File: config.mk
export PLATFORM = sky130hd
export DESIGN_NAME = fpu_shared_arbiter
export DESIGN_NICKNAME = d
export VERILOG_FILES = /design/src/rtl/fpu_arb_pkg.sv /design/src/rtl/fpu_rr_prio_sel.sv /design/src/rtl/fpu_shared_arbiter.sv
export SDC_FILE = /design/constraint.sdc
export NUM_CORES = 1
export LEC_CHECK = 0
export ABC_AREA = 1
export ABC_CLOCK_PERIOD_IN_PS = 9300
export CORE_AREA = 10 10 203 205
export DETAILED_ROUTE_END_ITERATION = 8
export DIE_AREA = 0 0 213 215
export SLEW_MARGIN = 25
export SYNTH_ARGS = -nofsm -noshare
export SYNTH_HDL_FRONTEND = slang
export SYNTH_HIERARCHICAL = 1
export SYNTH_SLANG_ARGS = --single-unit
File: constraint.sdc
create_clock -name clk -period 9.3 [get_ports clk]
set_input_delay 1.86 -clock clk [delete_from_list [all_inputs] [get_ports clk]]
set_output_delay 1.86 -clock clk [all_outputs]
set_load 0.01 [all_outputs]
File: src/rtl/fpu_arb_pkg.sv
// Shared configuration and types for the cluster FPU arbiter: default sizes,
// the FPU-side tag layout, the outstanding-op counter type and the lock state.
package fpu_arb_pkg;

  localparam int NB_CORES_DFLT        = 4;
  localparam int NB_ARGS_DFLT         = 2;
  localparam int DATA_WIDTH_DFLT      = 32;
  localparam int OPCODE_WIDTH_DFLT    = 6;
  localparam int FLAGS_IN_WIDTH_DFLT  = 15;
  localparam int FLAGS_OUT_WIDTH_DFLT = 5;
  localparam int CORE_TAG_WIDTH_DFLT  = 4;
  localparam int MAX_OUTST_DFLT       = 4;
  localparam int IDX_W_DFLT           = $clog2(NB_CORES_DFLT);

  // Wide enough for MAX_OUTST up to 15.
  localparam int OUTST_W = 4;
  typedef logic [OUTST_W-1:0] outst_cnt_t;

  typedef struct packed {
    logic [IDX_W_DFLT-1:0]          idx;
    logic [CORE_TAG_WIDTH_DFLT-1:0] core_tag;
  } fpu_tag_t;

  typedef enum logic {
    ARB_OPEN   = 1'b0,
    ARB_LOCKED = 1'b1
  } arb_state_e;

endpackage

File: src/rtl/fpu_rr_prio_sel.sv
// Combinational round-robin selector: first set request at or after ptr_i,
// wrapping from N-1 back to 0.
module fpu_rr_prio_sel #(
  parameter  int N  = 4,
  localparam int IW = $clog2(N)
) (
  input  logic [N-1:0]  req_i,
  input  logic [IW-1:0] ptr_i,
  output logic [N-1:0]  onehot_o,
  output logic [IW-1:0] idx_o,
  output logic          valid_o
);

  always_comb begin
    int j;
    onehot_o = '0;
    idx_o    = '0;
    valid_o  = 1'b0;
    j        = 0;
    for (int k = 0; k < N; k++) begin
      j = int'(ptr_i) + k;
      if (j >= N) j = j - N;
      if (!valid_o && req_i[j]) begin
        valid_o     = 1'b1;
        idx_o       = IW'(j);
        onehot_o[j] = 1'b1;
      end
    end
  end

endmodule

File: src/rtl/fpu_shared_arbiter.sv
// Shares one FPU between NB_CORES APU ports: round-robin issue with a per-core
// in-flight limit, core index prepended to the FPU tag, responses routed back.
//
// state      | meaning
// ARB_OPEN   | winner is chosen fresh each cycle by the round-robin selector
// ARB_LOCKED | FPU stalled a request; lock_idx_q is held as winner until gnt
module fpu_shared_arbiter
  import fpu_arb_pkg::*;
#(
  parameter  int NB_CORES        = NB_CORES_DFLT,
  parameter  int NB_ARGS         = NB_ARGS_DFLT,
  parameter  int DATA_WIDTH      = DATA_WIDTH_DFLT,
  parameter  int OPCODE_WIDTH    = OPCODE_WIDTH_DFLT,
  parameter  int FLAGS_IN_WIDTH  = FLAGS_IN_WIDTH_DFLT,
  parameter  int FLAGS_OUT_WIDTH = FLAGS_OUT_WIDTH_DFLT,
  parameter  int CORE_TAG_WIDTH  = CORE_TAG_WIDTH_DFLT,
  parameter  int MAX_OUTST       = MAX_OUTST_DFLT,
  localparam int IDX_W           = $clog2(NB_CORES),
  localparam int ID_WIDTH        = IDX_W + CORE_TAG_WIDTH
) (
  input  logic                                  clk,
  input  logic                                  rst_n,
  input  logic [NB_CORES-1:0]                   core_req_i,
  output logic [NB_CORES-1:0]                   core_gnt_o,
  input  logic [NB_CORES*CORE_TAG_WIDTH-1:0]    core_tag_i,
  input  logic [NB_CORES*NB_ARGS*DATA_WIDTH-1:0] core_operands_i,
  input  logic [NB_CORES*OPCODE_WIDTH-1:0]      core_op_i,
  input  logic [NB_CORES*FLAGS_IN_WIDTH-1:0]    core_flags_i,
  output logic [NB_CORES-1:0]                   core_rvalid_o,
  output logic [DATA_WIDTH-1:0]                 core_rdata_o,
  output logic [FLAGS_OUT_WIDTH-1:0]            core_rflags_o,
  output logic [CORE_TAG_WIDTH-1:0]             core_rtag_o,
  output logic                                  fpu_req_o,
  input  logic                                  fpu_gnt_i,
  output logic [ID_WIDTH-1:0]                   fpu_ID_o,
  output logic [NB_ARGS*DATA_WIDTH-1:0]         fpu_operands_o,
  output logic [OPCODE_WIDTH-1:0]               fpu_op_o,
  output logic [FLAGS_IN_WIDTH-1:0]             fpu_flags_o,
  input  logic                                  fpu_rvalid_i,
  input  logic [DATA_WIDTH-1:0]                 fpu_rdata_i,
  input  logic [FLAGS_OUT_WIDTH-1:0]            fpu_rflags_i,
  input  logic [ID_WIDTH-1:0]                   fpu_rID_i,
  output logic                                  busy_o,
  output logic                                  err_o
);

  arb_state_e                 state_q, state_d;
  logic [IDX_W-1:0]           lock_idx_q, lock_idx_d;
  logic [IDX_W-1:0]           rr_ptr_q, rr_ptr_d;
  outst_cnt_t                 outst_q [NB_CORES];
  outst_cnt_t                 outst_d [NB_CORES];
  logic [NB_CORES-1:0]        rvalid_q, rvalid_d;
  logic [DATA_WIDTH-1:0]      rdata_q, rdata_d;
  logic [FLAGS_OUT_WIDTH-1:0] rflags_q, rflags_d;
  logic [CORE_TAG_WIDTH-1:0]  rtag_q, rtag_d;
  logic                       err_q, err_d;

  logic [NB_CORES-1:0] eligible, sel_onehot, rsp_hit;
  logic [IDX_W-1:0]    sel_idx, win_idx, rsp_idx;
  logic                sel_valid, locked, handshake, rsp_ok;

  always_comb begin
    eligible = '0;
    for (int i = 0; i < NB_CORES; i++) begin
      eligible[i] = core_req_i[i] && (outst_q[i] < outst_cnt_t'(MAX_OUTST));
    end
  end

  fpu_rr_prio_sel #(.N(NB_CORES)) u_rr_sel (
    .req_i    (eligible),
    .ptr_i    (rr_ptr_q),
    .onehot_o (sel_onehot),
    .idx_o    (sel_idx),
    .valid_o  (sel_valid)
  );

  always_comb begin
    locked     = (state_q == ARB_LOCKED);
    win_idx    = locked ? lock_idx_q : sel_idx;
    fpu_req_o  = locked | sel_valid;
    handshake  = fpu_req_o & fpu_gnt_i;
    core_gnt_o = '0;
    if (handshake) begin
      if (locked) core_gnt_o[lock_idx_q] = 1'b1;
      else        core_gnt_o = sel_onehot;
    end
  end

  // Zero-latency issue path: payload of the current winner straight to the FPU.
  assign fpu_operands_o = core_operands_i[int'(win_idx)*NB_ARGS*DATA_WIDTH +: NB_ARGS*DATA_WIDTH];
  assign fpu_op_o       = core_op_i[int'(win_idx)*OPCODE_WIDTH +: OPCODE_WIDTH];
  assign fpu_flags_o    = core_flags_i[int'(win_idx)*FLAGS_IN_WIDTH +: FLAGS_IN_WIDTH];
  assign fpu_ID_o       = {win_idx, core_tag_i[int'(win_idx)*CORE_TAG_WIDTH +: CORE_TAG_WIDTH]};

  always_comb begin
    state_d    = state_q;
    lock_idx_d = lock_idx_q;
    rr_ptr_d   = rr_ptr_q;
    case (state_q)
      ARB_OPEN: begin
        if (sel_valid && !fpu_gnt_i) begin
          state_d    = ARB_LOCKED;
          lock_idx_d = sel_idx;
        end
      end
      ARB_LOCKED: begin
        if (fpu_gnt_i) state_d = ARB_OPEN;
      end
      default: state_d = ARB_OPEN;
    endcase
    if (handshake) begin
      rr_ptr_d = (win_idx == IDX_W'(NB_CORES-1)) ? '0 : win_idx + 1'b1;
    end
  end

  // A response is only accepted for an in-range core that actually has an op in flight.
  assign rsp_idx = fpu_rID_i[ID_WIDTH-1 -: IDX_W];

  always_comb begin
    rsp_hit = '0;
    for (int i = 0; i < NB_CORES; i++) begin
      rsp_hit[i] = fpu_rvalid_i && (rsp_idx == IDX_W'(i)) && (outst_q[i] != '0);
    end
    rsp_ok = |rsp_hit;
  end

  always_comb begin
    busy_o = 1'b0;
    for (int i = 0; i < NB_CORES; i++) begin
      outst_d[i] = outst_q[i];
      if (core_gnt_o[i] && !rsp_hit[i])      outst_d[i] = outst_q[i] + 1'b1;
      else if (!core_gnt_o[i] && rsp_hit[i]) outst_d[i] = outst_q[i] - 1'b1;
      busy_o = busy_o | (outst_q[i] != '0);
    end
  end

  always_comb begin
    rvalid_d = rsp_hit;
    rdata_d  = rsp_ok ? fpu_rdata_i                   : rdata_q;
    rflags_d = rsp_ok ? fpu_rflags_i                  : rflags_q;
    rtag_d   = rsp_ok ? fpu_rID_i[CORE_TAG_WIDTH-1:0] : rtag_q;
    err_d    = err_q | (fpu_rvalid_i & ~rsp_ok);
  end

  always_ff @(posedge clk or negedge rst_n) begin
    if (!rst_n) begin
      state_q    <= ARB_OPEN;
      lock_idx_q <= '0;
      rr_ptr_q   <= '0;
      for (int i = 0; i < NB_CORES; i++) outst_q[i] <= '0;
      rvalid_q   <= '0;
      rdata_q    <= '0;
      rflags_q   <= '0;
      rtag_q     <= '0;
      err_q      <= 1'b0;
    end else begin
      state_q    <= state_d;
      lock_idx_q <= lock_idx_d;
      rr_ptr_q   <= rr_ptr_d;
      for (int i = 0; i < NB_CORES; i++) outst_q[i] <= outst_d[i];
      rvalid_q   <= rvalid_d;
      rdata_q    <= rdata_d;
      rflags_q   <= rflags_d;
      rtag_q     <= rtag_d;
      err_q      <= err_d;
    end
  end

  assign core_rvalid_o = rvalid_q;
  assign core_rdata_o  = rdata_q;
  assign core_rflags_o = rflags_q;
  assign core_rtag_o   = rtag_q;
  assign err_o         = err_q;

endmodule

# ---- Yosys cells after proc, flatten, opt, wreduce, memory -nomap -nowiden
# Cells that the tools add are included.
dict set report classes {
  eq_ne 4
  order_cmp 18
  muxes 53
  reduce_logical 52
  div 0
  mul 2
  bitwise 12
  n_shift 4
  addsub 16
}
# operator n
set ops {}
lappend ops {{$shiftx 256x9->64} 1}
lappend ops {{$ge 32x1->1 const B} 4}
lappend ops {{$lt 32x4->1 const B} 4}
lappend ops {{$mux 32} 4}
lappend ops {{$ge 32x4->1 const B} 3}
lappend ops {{$sub 32x4->32 const B} 3}
lappend ops {{$shiftx 60x7->15} 1}
lappend ops {{$mux 4} 14}
lappend ops {{$logic_and 1x1->1} 29}
lappend ops {{$shiftx 24x6->6} 1}
lappend ops {{$mux 1} 19}
lappend ops {{$add 4x1->4 const B} 4}
lappend ops {{$lt 4x3->1 const B} 4}
lappend ops {{$reduce_bool 4->1} 4}
lappend ops {{$shiftx 16x5->4} 1}
lappend ops {{$sub 4x1->4 const B} 4}
lappend ops {{$logic_not 1->1} 12}
lappend ops {{$mux 2} 6}
lappend ops {{$or 4x4->4} 3}
lappend ops {{$demux 1 s2} 5}
lappend ops {{$bmux 1 s2} 4}
lappend ops {{$reduce_bool 2->1} 4}
lappend ops {{$add 2x2->3 const B} 2}
lappend ops {{$eq 2x2->1 const B} 3}
lappend ops {{other kinds (16)} 22}
dict set report word_totals {
  elab_cells 173
  ff_bits 67
  romBits 0
  latch_bits 0
  ramBits 0
  memories 0
  output_inout_bits 143
}

# ---- Depth between registers and ports, before layout
dict set report depth {
  ltp_word 22
  mapped_depth 22
  mapped_depth_nobuf 21
}

# ---- Cells and area by module
# The synthesis kept the hierarchy.
# module area_each_um2 cells_per_inst n_inst
set by_module_without_submodules {}
lappend by_module_without_submodules {fpu_shared_arbiter 6044.5 968 1}
lappend by_module_without_submodules {fpu_rr_prio_sel 460.4 77 1}

# ---- Worst setup path before layout
# No wires, ideal clock.
dict set report synth_timing {
  path_kind {input to output}
  startpoint {input port core_req_i[1]}
  endpoint {output port fpu_ID_o[1]}
  arrival_ns 3.635
  required_ns 7.440
  slack_ns 3.805
  stages 15
  cell_sequence {nor3b_1 > inv_1 > nand2_1 > nand2_1 > nand2_1 > nand2_1 > inv_1 > nand3_1 > nand3_1 > nand2_1 > nand2_2 > buf_4 > buf_2 > nor2_1 > o21ai_1}
}
dict set report synth_via {
  elab_chain_len 16
}
# element line
set synth_rtl {}
lappend synth_rtl {{from (decl)} fpu_shared_arbiter.sv:23} ;# input logic [NB_CORES-1:0] core_req_i,
lappend synth_rtl {{$logic_and 1x1->1 (*)} fpu_shared_arbiter.sv:65} ;# eligible[i] = core_req_i[i] && (outst_q[i] < outst_cnt_t'(MAX_OUTST));
lappend synth_rtl {{$bmux 1 s2} fpu_rr_prio_sel.sv:23} ;# if (!valid_o && req_i[j]) begin
lappend synth_rtl {{$mux 1 (implied by the code) (2 in a row)} fpu_rr_prio_sel.sv:23}
lappend synth_rtl {{$mux 1} fpu_rr_prio_sel.sv:23}
lappend synth_rtl {{$logic_not 1->1} fpu_rr_prio_sel.sv:23}
lappend synth_rtl {{$logic_and 1x1->1} fpu_rr_prio_sel.sv:23}
lappend synth_rtl {{$mux 1} fpu_rr_prio_sel.sv:23}
lappend synth_rtl {{$logic_not 1->1} fpu_rr_prio_sel.sv:23}
lappend synth_rtl {{$logic_and 1x1->1} fpu_rr_prio_sel.sv:23}
lappend synth_rtl {{$mux 1} fpu_rr_prio_sel.sv:23}
lappend synth_rtl {{$logic_not 1->1} fpu_rr_prio_sel.sv:23}
lappend synth_rtl {{$logic_and 1x1->1} fpu_rr_prio_sel.sv:23}
lappend synth_rtl {{$mux 2 (*)} fpu_rr_prio_sel.sv:23}
lappend synth_rtl {{via sel_idx[0]} fpu_shared_arbiter.sv:59} ;# logic [IDX_W-1:0] sel_idx, win_idx, rsp_idx;
lappend synth_rtl {{$mux 2 (*)} fpu_shared_arbiter.sv:79} ;# win_idx = locked ? lock_idx_q : sel_idx;
lappend synth_rtl {{$shiftx 16x5->4 (*)} fpu_shared_arbiter.sv:93} ;# assign fpu_ID_o = {win_idx, core_tag_i[int'(win_idx)*CORE_TAG_WIDTH +: CORE_TAG_WIDTH]};
lappend synth_rtl {{to (decl)} fpu_shared_arbiter.sv:35} ;# output logic [ID_WIDTH-1:0] fpu_ID_o,
# The timed path passes the listed nets; every way through them passes the cells marked *. The select of a mux whose other input is x is not followed.

# ---- Worst setup path in the final report
dict set report layout_timing {
  startpoint {input port core_req_i[3]}
  endpoint {output port fpu_operands_o[38]}
}
dict set report layout_via {
  elab_chain_len 16
}
# element line
set layout_rtl {}
lappend layout_rtl {{$logic_and 1x1->1 (*)} fpu_shared_arbiter.sv:65}
lappend layout_rtl {{via eligible[3]} fpu_shared_arbiter.sv:58} ;# logic [NB_CORES-1:0] eligible, sel_onehot, rsp_hit;
lappend layout_rtl {{$bmux 1 s2} fpu_rr_prio_sel.sv:23}
lappend layout_rtl {{$mux 1 (implied by the code) (2 in a row)} fpu_rr_prio_sel.sv:23}
lappend layout_rtl {{$mux 1} fpu_rr_prio_sel.sv:23}
lappend layout_rtl {{$logic_not 1->1} fpu_rr_prio_sel.sv:23}
lappend layout_rtl {{$logic_and 1x1->1} fpu_rr_prio_sel.sv:23}
lappend layout_rtl {{$mux 1} fpu_rr_prio_sel.sv:23}
lappend layout_rtl {{$logic_not 1->1} fpu_rr_prio_sel.sv:23}
lappend layout_rtl {{$logic_and 1x1->1} fpu_rr_prio_sel.sv:23}
lappend layout_rtl {{$mux 1} fpu_rr_prio_sel.sv:23}
lappend layout_rtl {{$logic_not 1->1} fpu_rr_prio_sel.sv:23}
lappend layout_rtl {{$logic_and 1x1->1} fpu_rr_prio_sel.sv:23}
lappend layout_rtl {{$mux 2 (*)} fpu_rr_prio_sel.sv:23}
lappend layout_rtl {{via sel_idx[0]} fpu_shared_arbiter.sv:59}
lappend layout_rtl {{$mux 2 (*)} fpu_shared_arbiter.sv:79}
lappend layout_rtl {{$shiftx 256x9->64 (*)} fpu_shared_arbiter.sv:90} ;# assign fpu_operands_o = core_operands_i[int'(win_idx)*NB_ARGS*DATA_WIDTH +: NB_ARGS*DATA_WIDTH];
lappend layout_rtl {{to (decl)} fpu_shared_arbiter.sv:36} ;# output logic [NB_ARGS*DATA_WIDTH-1:0] fpu_operands_o,
# Marked as above.

==> metrics.yaml <==
status:
  status: "finished clean"
critical_path:
  end_kind: "output port"
  crit_arrival_ps: 6490
  cp_max_fo: 93
  cp-start-kind: "input pin"
  cp.required_ps: 7440
  setup.worst_path.class: "input pin to output port"
yosys:
  synth_adder_area_share: 0.05078
  syn_nets: 1476
  ys_warn_count: 6
  synth_top_family_by_area: "compound AO/OA/AOI/OAI gates"
  synth_compound_area_frac: 0.2941
  synth_seq_cells: 67
  post_synth_num_cell_types: 29
  yosys.area_share.simple: 0.2566
  synthXorXnorAreaFrac: 0.01616
  synth_area_sq_mm: 0.006505
  syn_inst: 1045
  synth_mux_area_frac: 0
  syn_area_per_cell_sq_um: 6.225
  yosysSeqAreaShare: 0.2577
die:
  die_y_microns: 215
  ios: 550
  core_sq_mm: 0.03722
  fp.dieW_microns: 213
  initial_core_util: 0.1748
  fp.dieArea_sq_mm: 0.04580
  rows: 71
layout:
  final_nets: 1979
  finalNonFillerCells: 2038
  fill_cells: 4008
  final_cell_mix: "clkdlybuf4s50_1, nand2_1, o21ai_0"
  final_common_cell: "clkdlybuf4s50_1"
  area_delta_synth_final_pct: 95.00
  fin_util: 0.3408
  drive_gt1_frac: 0.03091
drt:
  drtIter0Drc: 663
  vias: 9402
  antenna_left: 0
  wl_per_cell_microns: 24.49
  firstDrtPassIters: 5
  vias_per_cell: 4.613
  post-route-drc-count: 0
  drt_wl_total_microns: 49910
placement:
  gpl.final_weighted_congestion: 0.9484
  port_buffers: 549
  place_hpwl_microns: 43290
  dp.cells: 2011
sta:
  fmax_mhz: 119.8
  rsz0062_at_grt: "no"
  finalHoldViolCount: 0
  setup_viol: 0
  relSlewSlack: 0.4006
  period_share: 0.8973
  whs_ps: 474.4
  clock_skew_ps: 7.926
  report.final.slew_viol_count: 0
  worstMarginPinSlew_ps: 899.1
  period_needed_ps: 8345
  setup_tns_ps: 0
grt:
  grt_max_degree: 121
  antenna_found_initial: 25
  gr-usage-all-layers: 0.2071
  grt_pass1_vias: 9584
  grt_pass1_wl_microns: 68830
  overflow: 0
cts:
  insertion_delay_ps: 330
  cts_buffers: 9
  clk_pin_slew_ps: 60
  cts_setup_buffers: 0
  hold_buffers: 0
  cts_resized: 0
  cts_root_buf: "clkbuf_16"
  cts.sinks: 67
  htreeDepth: 3
  cts_tree: "built"
  cts_buffer_depth: 2
hold_path:
  hold_path_class: "flop to flop"
power_and_ir_drop:
  vdd_drop_max_mv: 0.2957
  total_power_w: 0.006023
  total_leakage_power_nw: 5.410
  power.density_mw_per_mm2: 474.9
run:
  maxCapViolCount: 0
[stage by stage]
stage,worst slack [ps],instance area [sq um]
after floorplan,3805,6505
after global placement,789.7,12380
after detailed placement,921.5,12380
after CTS,916.1,12660
after global routing,641.8,12680
final,954.7,12680
[state kept, by name, indices dropped and copies added, names as in the netlist]
signal / flops
lock_idx_q: 2
core_rdata_o: 32
core_rvalid_o: 4
rr_ptr_q: 2
outst_q: 16
core_rflags_o: 5
locked: 1
core_rtag_o: 4
err_o: 1
[cells by family (layout without fill, tap and decap cells)]
family / after synthesis / after routing
DFF: 67 / 67
AOI/OAI and AO/OA: 335 / 335
buffers and inverters: 194 / 702
adders and majority gates: 24 / 24
and+or+nand+nor: 413 / 413
xor gates and xnor gates: 12 / 12
other: 0 / 11
[synthesized netlist by cell type]
cell / instances / area (sq um)
o21ai_1: 91 / 455.4
buf_4: 5 / 37.54
clkbuf_1: 24 / 90.09
nand2b_1: 2 / 12.51
buf_2: 39 / 195.2
inv_1: 121 / 454.2
o211ai_1: 90 / 675.7
nor2_4: 1 / 11.26
nor3_1: 1 / 5.000
a21boi_0: 4 / 30.03
or2_2: 2 / 12.51
nor2_1: 107 / 401.6
dfrtp_1: 67 / 1677
o21ai_0: 135 / 675.7
buf_6: 2 / 22.52
nand3_2: 2 / 20.02
nor2_2: 1 / 6.260
xnor2_1: 10 / 87.58
nor3b_1: 4 / 30.03
nand4_1: 7 / 43.79
a21oi_1: 14 / 70.07
fa_1: 4 / 80.08
a31oi_1: 1 / 6.260
inv_2: 3 / 11.26
nand2_1: 251 / 942.2
ha_1: 20 / 250.2
xor2_1: 2 / 17.52
nand2_2: 7 / 43.79
nand3_1: 28 / 140.1
[cell type report]
type	instances	area, sq um	share of cell area
antenna	11	27.53	0.002170
clock buffer	10	239.0	0.01884
clock inverter	6	40.04	0.003156
inverter	124	465.4	0.03669
multi-input combinational	784	4043	0.3187
sequential	67	1677	0.1322
tap	474	593.1	0.04675
timing repair buffer	562	5600	0.4415
[power breakdown]
| group | switching (W) | internal, W |
|---|---|---|
| logic | 0.00307 | 0.00210 |
| registers | 0.000107 | 0.000414 |
| clock network | 0.000135 | 0.000188 |
[layer usage]
metal	vias to the layer above	GRT usage	part of all wire
met5	-	0	0.0033
met3	62	0.09053	0.11
met1	4367	0.2565	0.42
met2	474	0.3216	0.45
met4	24	0.05023	0.017
li1	4475	-	-
[worst max-delay path, stage by stage]
cell and delay [ps]:
clkdlybuf4s50_1 460, nor3b_1 460, inv_1 90, nand2_1 120, nand3_2 160, nand2_2 140
nor2_1 100, a21oi_1 150, nand3_1 130, nand2_1 190, nand2_8 300, inv_2 550
buf_4 430, o21ai_0 120, o21ai_1 490, clkdlybuf4s50_1 660
[path summary, 6_finish.rpt]
check	start	end	slack (ps)	cells past startpoint
max in group asynchronous	rst_n	core_rflags_o[3]	6970	2
min in group asynchronous	rst_n	core_rdata_o[19]	1740	2
worst min-delay path	err_o	err_o	470	2
worst max-delay path	core_req_i[3]	fpu_operands_o[38]	950	16
worst min register to register	err_o	err_o	470	2
worst max register to register	rr_ptr_q[0]	outst_q[7]	5440	18
Note: power is estimated with default switching activity, not from simulation.
